File: src/rtl/fft8_frame_ctrl.sv
// fft8_frame_ctrl: collects 8-sample frames, runs them through the FFT core, and streams bins out.
// Define FFT8_FRAME_CNT_EN to add the 16-bit drained-frame counter output frame_cnt.
module fft8_frame_ctrl #(
    parameter int DW       = 16,
    parameter int CORE_LAT = 2
) (
    input  logic             clk,
    input  logic             reset,
    input  logic             in_valid,
    output logic             in_ready,
    input  logic [DW-1:0]    in_re,
    input  logic [DW-1:0]    in_im,
    input  logic             in_mode,
    output logic             out_valid,
    input  logic             out_ready,
    output logic [DW-1:0]    out_re,
    output logic [DW-1:0]    out_im,
    output logic [2:0]       out_idx,
    output logic             out_last,
    output logic [16*DW-1:0] core_x,
    output logic             core_mode,
    input  logic [16*DW-1:0] core_y,
`ifdef FFT8_FRAME_CNT_EN
    output logic [15:0]      frame_cnt,
`endif
    output logic             busy
);

    localparam int CW = (CORE_LAT > 1) ? $clog2(CORE_LAT) : 1;
    localparam logic [CW-1:0] LAT_END = CW'(CORE_LAT - 1);

    typedef enum logic [1:0] {
        COLLECT = 2'd0,
        WAIT    = 2'd1,
        CAPTURE = 2'd2
    } state_t;

    state_t        st;
    logic [CW-1:0] lat_cnt;
    logic [2:0]    wr_ptr;
    logic [2:0]    rd_ptr;
    logic          frame_mode;
    logic          ofull;

    logic [DW-1:0] ibuf_re [8];
    logic [DW-1:0] ibuf_im [8];
    logic [DW-1:0] obuf_re [8];
    logic [DW-1:0] obuf_im [8];

    logic in_fire;
    logic out_fire;
    logic cap_fire;

    assign in_fire  = in_valid && in_ready;
    assign out_fire = ofull && out_ready;
    // ofull is the registered flag, so a capture never overlaps the final drain beat
    assign cap_fire = (st == CAPTURE) && !ofull;

    always_ff @(posedge clk or posedge reset) begin
        if (reset) begin
            st       <= COLLECT;
            lat_cnt  <= '0;
            in_ready <= 1'b1;
        end else begin
            unique case (st)
                COLLECT: begin
                    if (in_fire && wr_ptr == 3'd7) begin
                        st       <= WAIT;
                        in_ready <= 1'b0;
                        lat_cnt  <= '0;
                    end
                end
                WAIT: begin
                    if (lat_cnt == LAT_END) begin
                        st      <= CAPTURE;
                        lat_cnt <= '0;
                    end else begin
                        lat_cnt <= lat_cnt + CW'(1);
                    end
                end
                CAPTURE: begin
                    if (!ofull) begin
                        st       <= COLLECT;
                        in_ready <= 1'b1;
                    end
                end
                default: begin
                    st       <= COLLECT;
                    in_ready <= 1'b1;
                    lat_cnt  <= '0;
                end
            endcase
        end
    end

    always_ff @(posedge clk or posedge reset) begin
        if (reset) begin
            wr_ptr     <= '0;
            frame_mode <= 1'b0;
            for (int i = 0; i < 8; i++) begin
                ibuf_re[i] <= '0;
                ibuf_im[i] <= '0;
            end
        end else if (in_fire) begin
            ibuf_re[wr_ptr] <= in_re;
            ibuf_im[wr_ptr] <= in_im;
            wr_ptr          <= wr_ptr + 3'd1;
            if (wr_ptr == 3'd0) begin
                frame_mode <= in_mode;
            end
        end
    end

    always_ff @(posedge clk or posedge reset) begin
        if (reset) begin
            rd_ptr <= '0;
            ofull  <= 1'b0;
            for (int i = 0; i < 8; i++) begin
                obuf_re[i] <= '0;
                obuf_im[i] <= '0;
            end
        end else if (cap_fire) begin
            ofull <= 1'b1;
            for (int i = 0; i < 8; i++) begin
                obuf_re[i] <= core_y[2*i*DW +: DW];
                obuf_im[i] <= core_y[(2*i+1)*DW +: DW];
            end
        end else if (out_fire) begin
            rd_ptr <= rd_ptr + 3'd1;
            if (rd_ptr == 3'd7) begin
                ofull <= 1'b0;
            end
        end
    end

`ifdef FFT8_FRAME_CNT_EN
    always_ff @(posedge clk or posedge reset) begin
        if (reset) begin
            frame_cnt <= '0;
        end else if (out_fire && rd_ptr == 3'd7) begin
            frame_cnt <= frame_cnt + 16'd1;
        end
    end
`endif

    for (genvar k = 0; k < 8; k++) begin : g_pack
        assign core_x[2*k*DW +: DW]     = ibuf_re[k];
        assign core_x[(2*k+1)*DW +: DW] = ibuf_im[k];
    end

    assign core_mode = frame_mode;
    assign out_valid = ofull;
    assign out_re    = obuf_re[rd_ptr];
    assign out_im    = obuf_im[rd_ptr];
    assign out_idx   = rd_ptr;
    assign out_last  = (rd_ptr == 3'd7);
    assign busy      = (wr_ptr != 3'd0) || (st != COLLECT) || ofull;

endmodule

File: config.mk
export PLATFORM = sky130hd
export DESIGN_NAME = fft8_frame_ctrl
export DESIGN_NICKNAME = d
export VERILOG_FILES = /design/src/rtl/fft8_frame_ctrl.sv
export SDC_FILE = /design/constraint.sdc
export NUM_CORES = 1
export LEC_CHECK = 0
export ABC_AREA = 1
export ABC_CLOCK_PERIOD_IN_PS = 23500
export CORE_UTILIZATION = 30
export CTS_CLUSTER_SIZE = 30
export DETAILED_ROUTE_END_ITERATION = 16
export GPL_ROUTABILITY_DRIVEN = 0
export HOLD_SLACK_MARGIN = 0.12
export PLACE_DENSITY = 0.55
export SETUP_SLACK_MARGIN = 0.4
export SLEW_MARGIN = 20
export SYNTH_ARGS = -nofsm -noshare
export SYNTH_HDL_FRONTEND = slang
export SYNTH_SLANG_ARGS = --single-unit
File: constraint.sdc
create_clock -name clk -period 23.5 [get_ports clk]
set_input_delay 3.525 -clock clk [delete_from_list [all_inputs] [get_ports clk]]
set_output_delay 3.525 -clock clk [all_outputs]
set_load 0.05 [all_outputs]
==> Word level (Yosys, flattened, before mapping) <==
Index checks and enable logic that the tools add are counted.
{ "op_classes": {"div_mod_pow": 0, "n_addsub": 3, "reduce_logical": 20, "shift": 0, "muxes": 22, "n_bitwise": 5, "magnitude_cmp": 3, "n_eq_ne": 7, "n_mul": 0} }
{ "op_table": {"columns": ["op", "n"], "rows": [
  ["bitwise mux 128 bit", 2],
  ["binary-select mux 16 bit (select 3 bit)", 2],
  ["two-way mux 16 bit", 5],
  ["demux 16 bit (select 3 bit)", 1],
  ["greater-or-equal comparator 4 bit, second input constant", 2],
  ["NOT 3 -> 4 bit", 2],
  ["AND reduction 2 bit", 4],
  ["adder 3 x 1 -> 3 bit, second input constant", 2],
  ["== test 3 bit, second input constant", 2],
  ["two-way mux 1 bit", 6],
  ["two-way mux 2 bit", 3],
  ["!= test 2 bit, second input constant", 3],
  ["case mux 1 bit (3 select lines)", 2],
  ["case mux 2 bit (3 select lines)", 1],
  ["AND reduction 3 bit", 2],
  ["nonzero test 2 bit", 3],
  ["logical AND 1 bit", 5],
  ["less-than comparator 4 x 1 -> 1 bit, second input constant", 1],
  ["logical NOT 3 bit", 1],
  ["NOT 1 bit", 3],
  ["nonzero test 3 bit", 1],
  ["== test 2 x 1 -> 1 bit, second input constant", 1],
  ["== test 2 bit, second input constant", 1],
  ["logical NOT 2 bit", 1],
  ["3 further kinds", 4]
]} }
{ "totals": {"ramBits": 0, "romBits": 0, "output_inout_bits": 296, "reg_bits": 524, "latchBits": 0, "mem_count": 0} }

==> Logic depth before layout (Yosys ltp) <==
{ "depth": {"word_depth": 6, "mapped_depth": 8, "ltp_nobuf": 7} }

==> Least setup slack after synthesis <==
OpenSTA, ideal clock, no wires.
{ "synth_path": {"path_type": "register -> output", "startpoint": "register rd_ptr[1], in the netlist out_idx[1]", "endpoint": "output port out_im[0]", "slack_ns": 18.229, "path_stages_with_launch": 7, "n_path_buf": 2, "arrival_ns": 1.746, "path_cell_list": "dfrtp_1 -> buf_2 -> buf_1 -> nand3_1 -> nand2_1 -> nand2_1 -> nand2_1"} }
{ "synth_between": {"elab_chain_len": 4} }
{ "synth_lines": {"columns": ["element", "line_no", "text"], "rows": [
  ["from (decl)", "41", "logic [2:0] rd_ptr;"],
  ["from (signal assigned)", "129", "rd_ptr <= rd_ptr + 3'd1;"],
  ["NOT 3 -> 4 bit (not written as such)", "154", "assign out_im = obuf_im[rd_ptr];"],
  ["binary-select mux 16 bit (select 3 bit)", "154", null],
  ["two-way mux 16 bit (not written as such) (2 in a row)", "154", null],
  ["to (decl)", "17", "output logic [DW-1:0] out_im,"]
]} }
No other way between the ends. The select of a mux whose other input is x is not followed.

==> Worst setup path in the final report <==
{ "layout_path": {"startpoint": "register rd_ptr[0], in the netlist out_idx[0]", "endpoint": "output port out_im[9]"} }
The elaborated chain is that of the path after synthesis.

==> key figures <==
CTS
  • Clock transition at path regs: 0.06 ns
  • Clock latency on the worst-skew pair: 0.64 ns
  • Clock sink total: 524
  • Root buffer cell: clkbuf_16
  • CTS Buffer Depth: 3
  • TritonCTS Buffers: 60
  • Setup bufs post-CTS: 0
  • TritonCTS clock tree: done
  • H-tree levels: 2
  • Hold buffer count at cts: 0
  • Count of cells resized by post-cts repair: 0

Route
  • Vias/cell: 4.55
  • Final WL: 76.3 mm
  • First drt pass iteration count: 5
  • Via count: 18.8k
  • Detail Route Antenna Nets: 0
  • Routed WL per cell: 18.5 um
  • DRC violation count after routing: 0
  • Iter 0 DRT Violations: 1143

Finish
  • Most common cell after layout, fill and taps aside: nand2_1
  • Nets@finish: 3414
  • Share of layout cells above drive strength 1: 0.0594
  • Area delta synth->final: 36.9%
  • Commonest non-fill, non-tap cells in the layout: nand2_1, clkdlybuf4s50_1, dfrtp_1
  • Core Util, Final: 0.415

GRT
  • Initial antenna violation count: 18
  • Grt total ovfl: 0
  • Largest net degree at the start of global routing: 238
  • First-pass GRT wire length: 112 mm
  • Number of global-route vias before repair: 18.0k
  • Total GRT Usage: 0.194

Synthesis
  • Syn Area/Cell: 8.65 um^2
  • Mapped Cells: 2604
  • Synthesis warning total: 0
  • Synth async-reset ratio: 1.00
  • Main synth FF type: dfrtp_1
  • Syn Nets: 2902
  • Post-synth EDFFs: 0
  • Seq/Total Area, Yosys: 0.582
  • Netlist cell types: 25
  • Flops & latches, synth: 524
  • Post-Syn Area: 22500 um^2

Power and ir drop
  • Switching pwr: 2480 uW
  • Switching portion of total power: 0.475
  • Leak: 0.0150 uW
  • Maximum vdd drop: 114 uV
  • Total power: 5230 uW
  • Register share of total power: 0.293
  • Clock power share: 0.183
  • Power Density: 170 nW/um^2
  • Comb pwr share: 0.524
  • P_int: 2750 uW

Placed design
  • Dpl ws: 16.27 ns
  • HPWL Detailed: 52.8 mm
  • IO buf count: 588

Run status
  • Status: finished, final reports clean

Worst setup path
  • Max stage delay on crit path: 0.88 ns
  • Critical path's slowest cell: buf_4
  • Worst r2r src: out_valid
  • CP Max Fanout: 93
  • Top cell by count, worst path: nand2_1
  • Cell Chain, Critical Path: inv_4 -> buf_4 -> nand2_1 -> nand3_1 -> nand2_1 -> nand2_1 -> nand2_1 -> clkdlybuf4s50_1
  • WS Path Type: flop to output pin
  • Startpoint types: flop
  • WP data required: 19.98 ns
  • Crit path from: out_idx[0]
  • CP Capture Type: output pin
  • Arrival time worst endpoint: 4.14 ns

STA
  • FMAX: 130 MHz
  • RSZ-0062 raised after global routing: false
  • Tcrit/Tclk final: 0.326
  • Worst Skew: 0.0354 ns
  • # setup viols final: 0
  • Setup_tns: 0 ns
  • Slew margin rel.: 0.270
  • Hold_ws: 0.464 ns
  • Fin. Hold Viols: 0
  • Max-slew violations: 0
  • Slew @ Worst Pin: 1.10 ns
  • Setup WS post-layout: 15.83 ns
  • Min cycle time layout: 7.67 ns

Job
  • Max-cap violation count: 0

Floorplanning
  • Die height: 276 um
  • IO Count: 589
  • Core Area: 74300 um^2
  • Die X: 276 um
  • DIE AREA: 76200 um^2
  • Initial Util: 0.303
  • Num rows: 100

Worst hold path
  • Hold_sp: lat_cnt
  • Tightest Hold Check Type: flop to flop
## critical path, delay by kind of cell (launching register included)
kind / cells / cell delay (ns)
buffers and inverters: 3 / 2.14
flip-flops: 1 / 0.78
AND/OR/NAND/NOR: 5 / 0.48
## layout make-up
| type | count | area (um^2) |
|---|---|---|
| antenna | 3 | 7.51 |
| clock buffer | 94 | 1840 |
| clock inverter | 16 | 198 |
| fill | 7543 | 43500 |
| inverter | 303 | 1150 |
| multi-input combinational | 1623 | 7290 |
| sequential | 524 | 13100 |
| tap | 969 | 1210 |
| timing repair buffer | 604 | 6020 |
## routing by layer
| layer | vias up | part of all wire | GRT usage |
|---|---|---|---|
| li1 | 9183 | - | - |
| met1 | 8986 | 0.42 | 0.245 |
| met2 | 475 | 0.49 | 0.326 |
| met3 | 148 | 0.057 | 0.0417 |
| met4 | 30 | 0.033 | 0.0656 |
| met5 | - | 0.0023 | 0 |
## synth_stat cells, types with 2 or more instances
library cell | instances | share of area
a21oi_1 | 258 | 0.057
buf_1 | 13 | 0.0022
buf_2 | 78 | 0.017
buf_4 | 2 | 0.00067
buf_6 | 40 | 0.020
clkbuf_1 | 21 | 0.0035
dfrtp_1 | 523 | 0.58
ha_1 | 5 | 0.0028
inv_1 | 302 | 0.050
nand2_1 | 688 | 0.11
nand2_4 | 9 | 0.0045
nand3_1 | 133 | 0.030
nor2_1 | 261 | 0.044
nor2_2 | 2 | 0.00056
nor2_8 | 2 | 0.0018
o21ai_0 | 49 | 0.011
o21ai_1 | 157 | 0.035
o21ai_2 | 53 | 0.021
xor2_1 | 2 | 0.00078
## power by group through the flow
stage / sequential, uW / combinational, uW / clock, uW
3_5_place_dp: 1550 / 2770 / 0
2_1_floorplan: 2240 / 1120 / 0
3_3_place_gp: 1540 / 2750 / 0
4_1_cts: 1530 / 2770 / 986
5_1_grt: 1580 / 2940 / 1020
6_report: 1530 / 2740 / 957
## flip-flops by register name, indices dropped and copies added (netlist names)
| register | flops |
|---|---|
| lat_cnt | 1 |
| in_ready | 1 |
| core_x | 256 |
| obuf_im | 128 |
| obuf_re | 128 |
| st | 2 |
| out_idx | 3 |
| out_valid | 1 |
| core_mode | 1 |
| wr_ptr | 3 |
## per-stage QoR
step                area [um^2]  instances
global placement          28800       4023
global route              30800       4135
CTS                       30800       4133
detailed placement        28800       4023
finish                    30800       4136
floorplan                 22500       2604
## kinds of logic after synthesis
group,share of synthesized area
flops,0.582
fa+ha+maj,0.00278
xor+xnor,0.000778
compound gates,0.124
simple gates,0.195
buf+inv,0.0943
## path summary, 6_finish.rpt
check / end / slack [ns] / cells past startpoint
worst max register to register: obuf_im[47] / 20.15 / 6
worst max-delay path: out_im[9] / 15.83 / 8
min in group asynchronous: obuf_re[88] / 3.42 / 2
worst min-delay path: lat_cnt / 0.46 / 2
worst min register to register: lat_cnt / 0.46 / 2
max in group asynchronous: out_idx[0] / 17.15 / 5
Note: power is estimated with default switching activity, not from simulation.
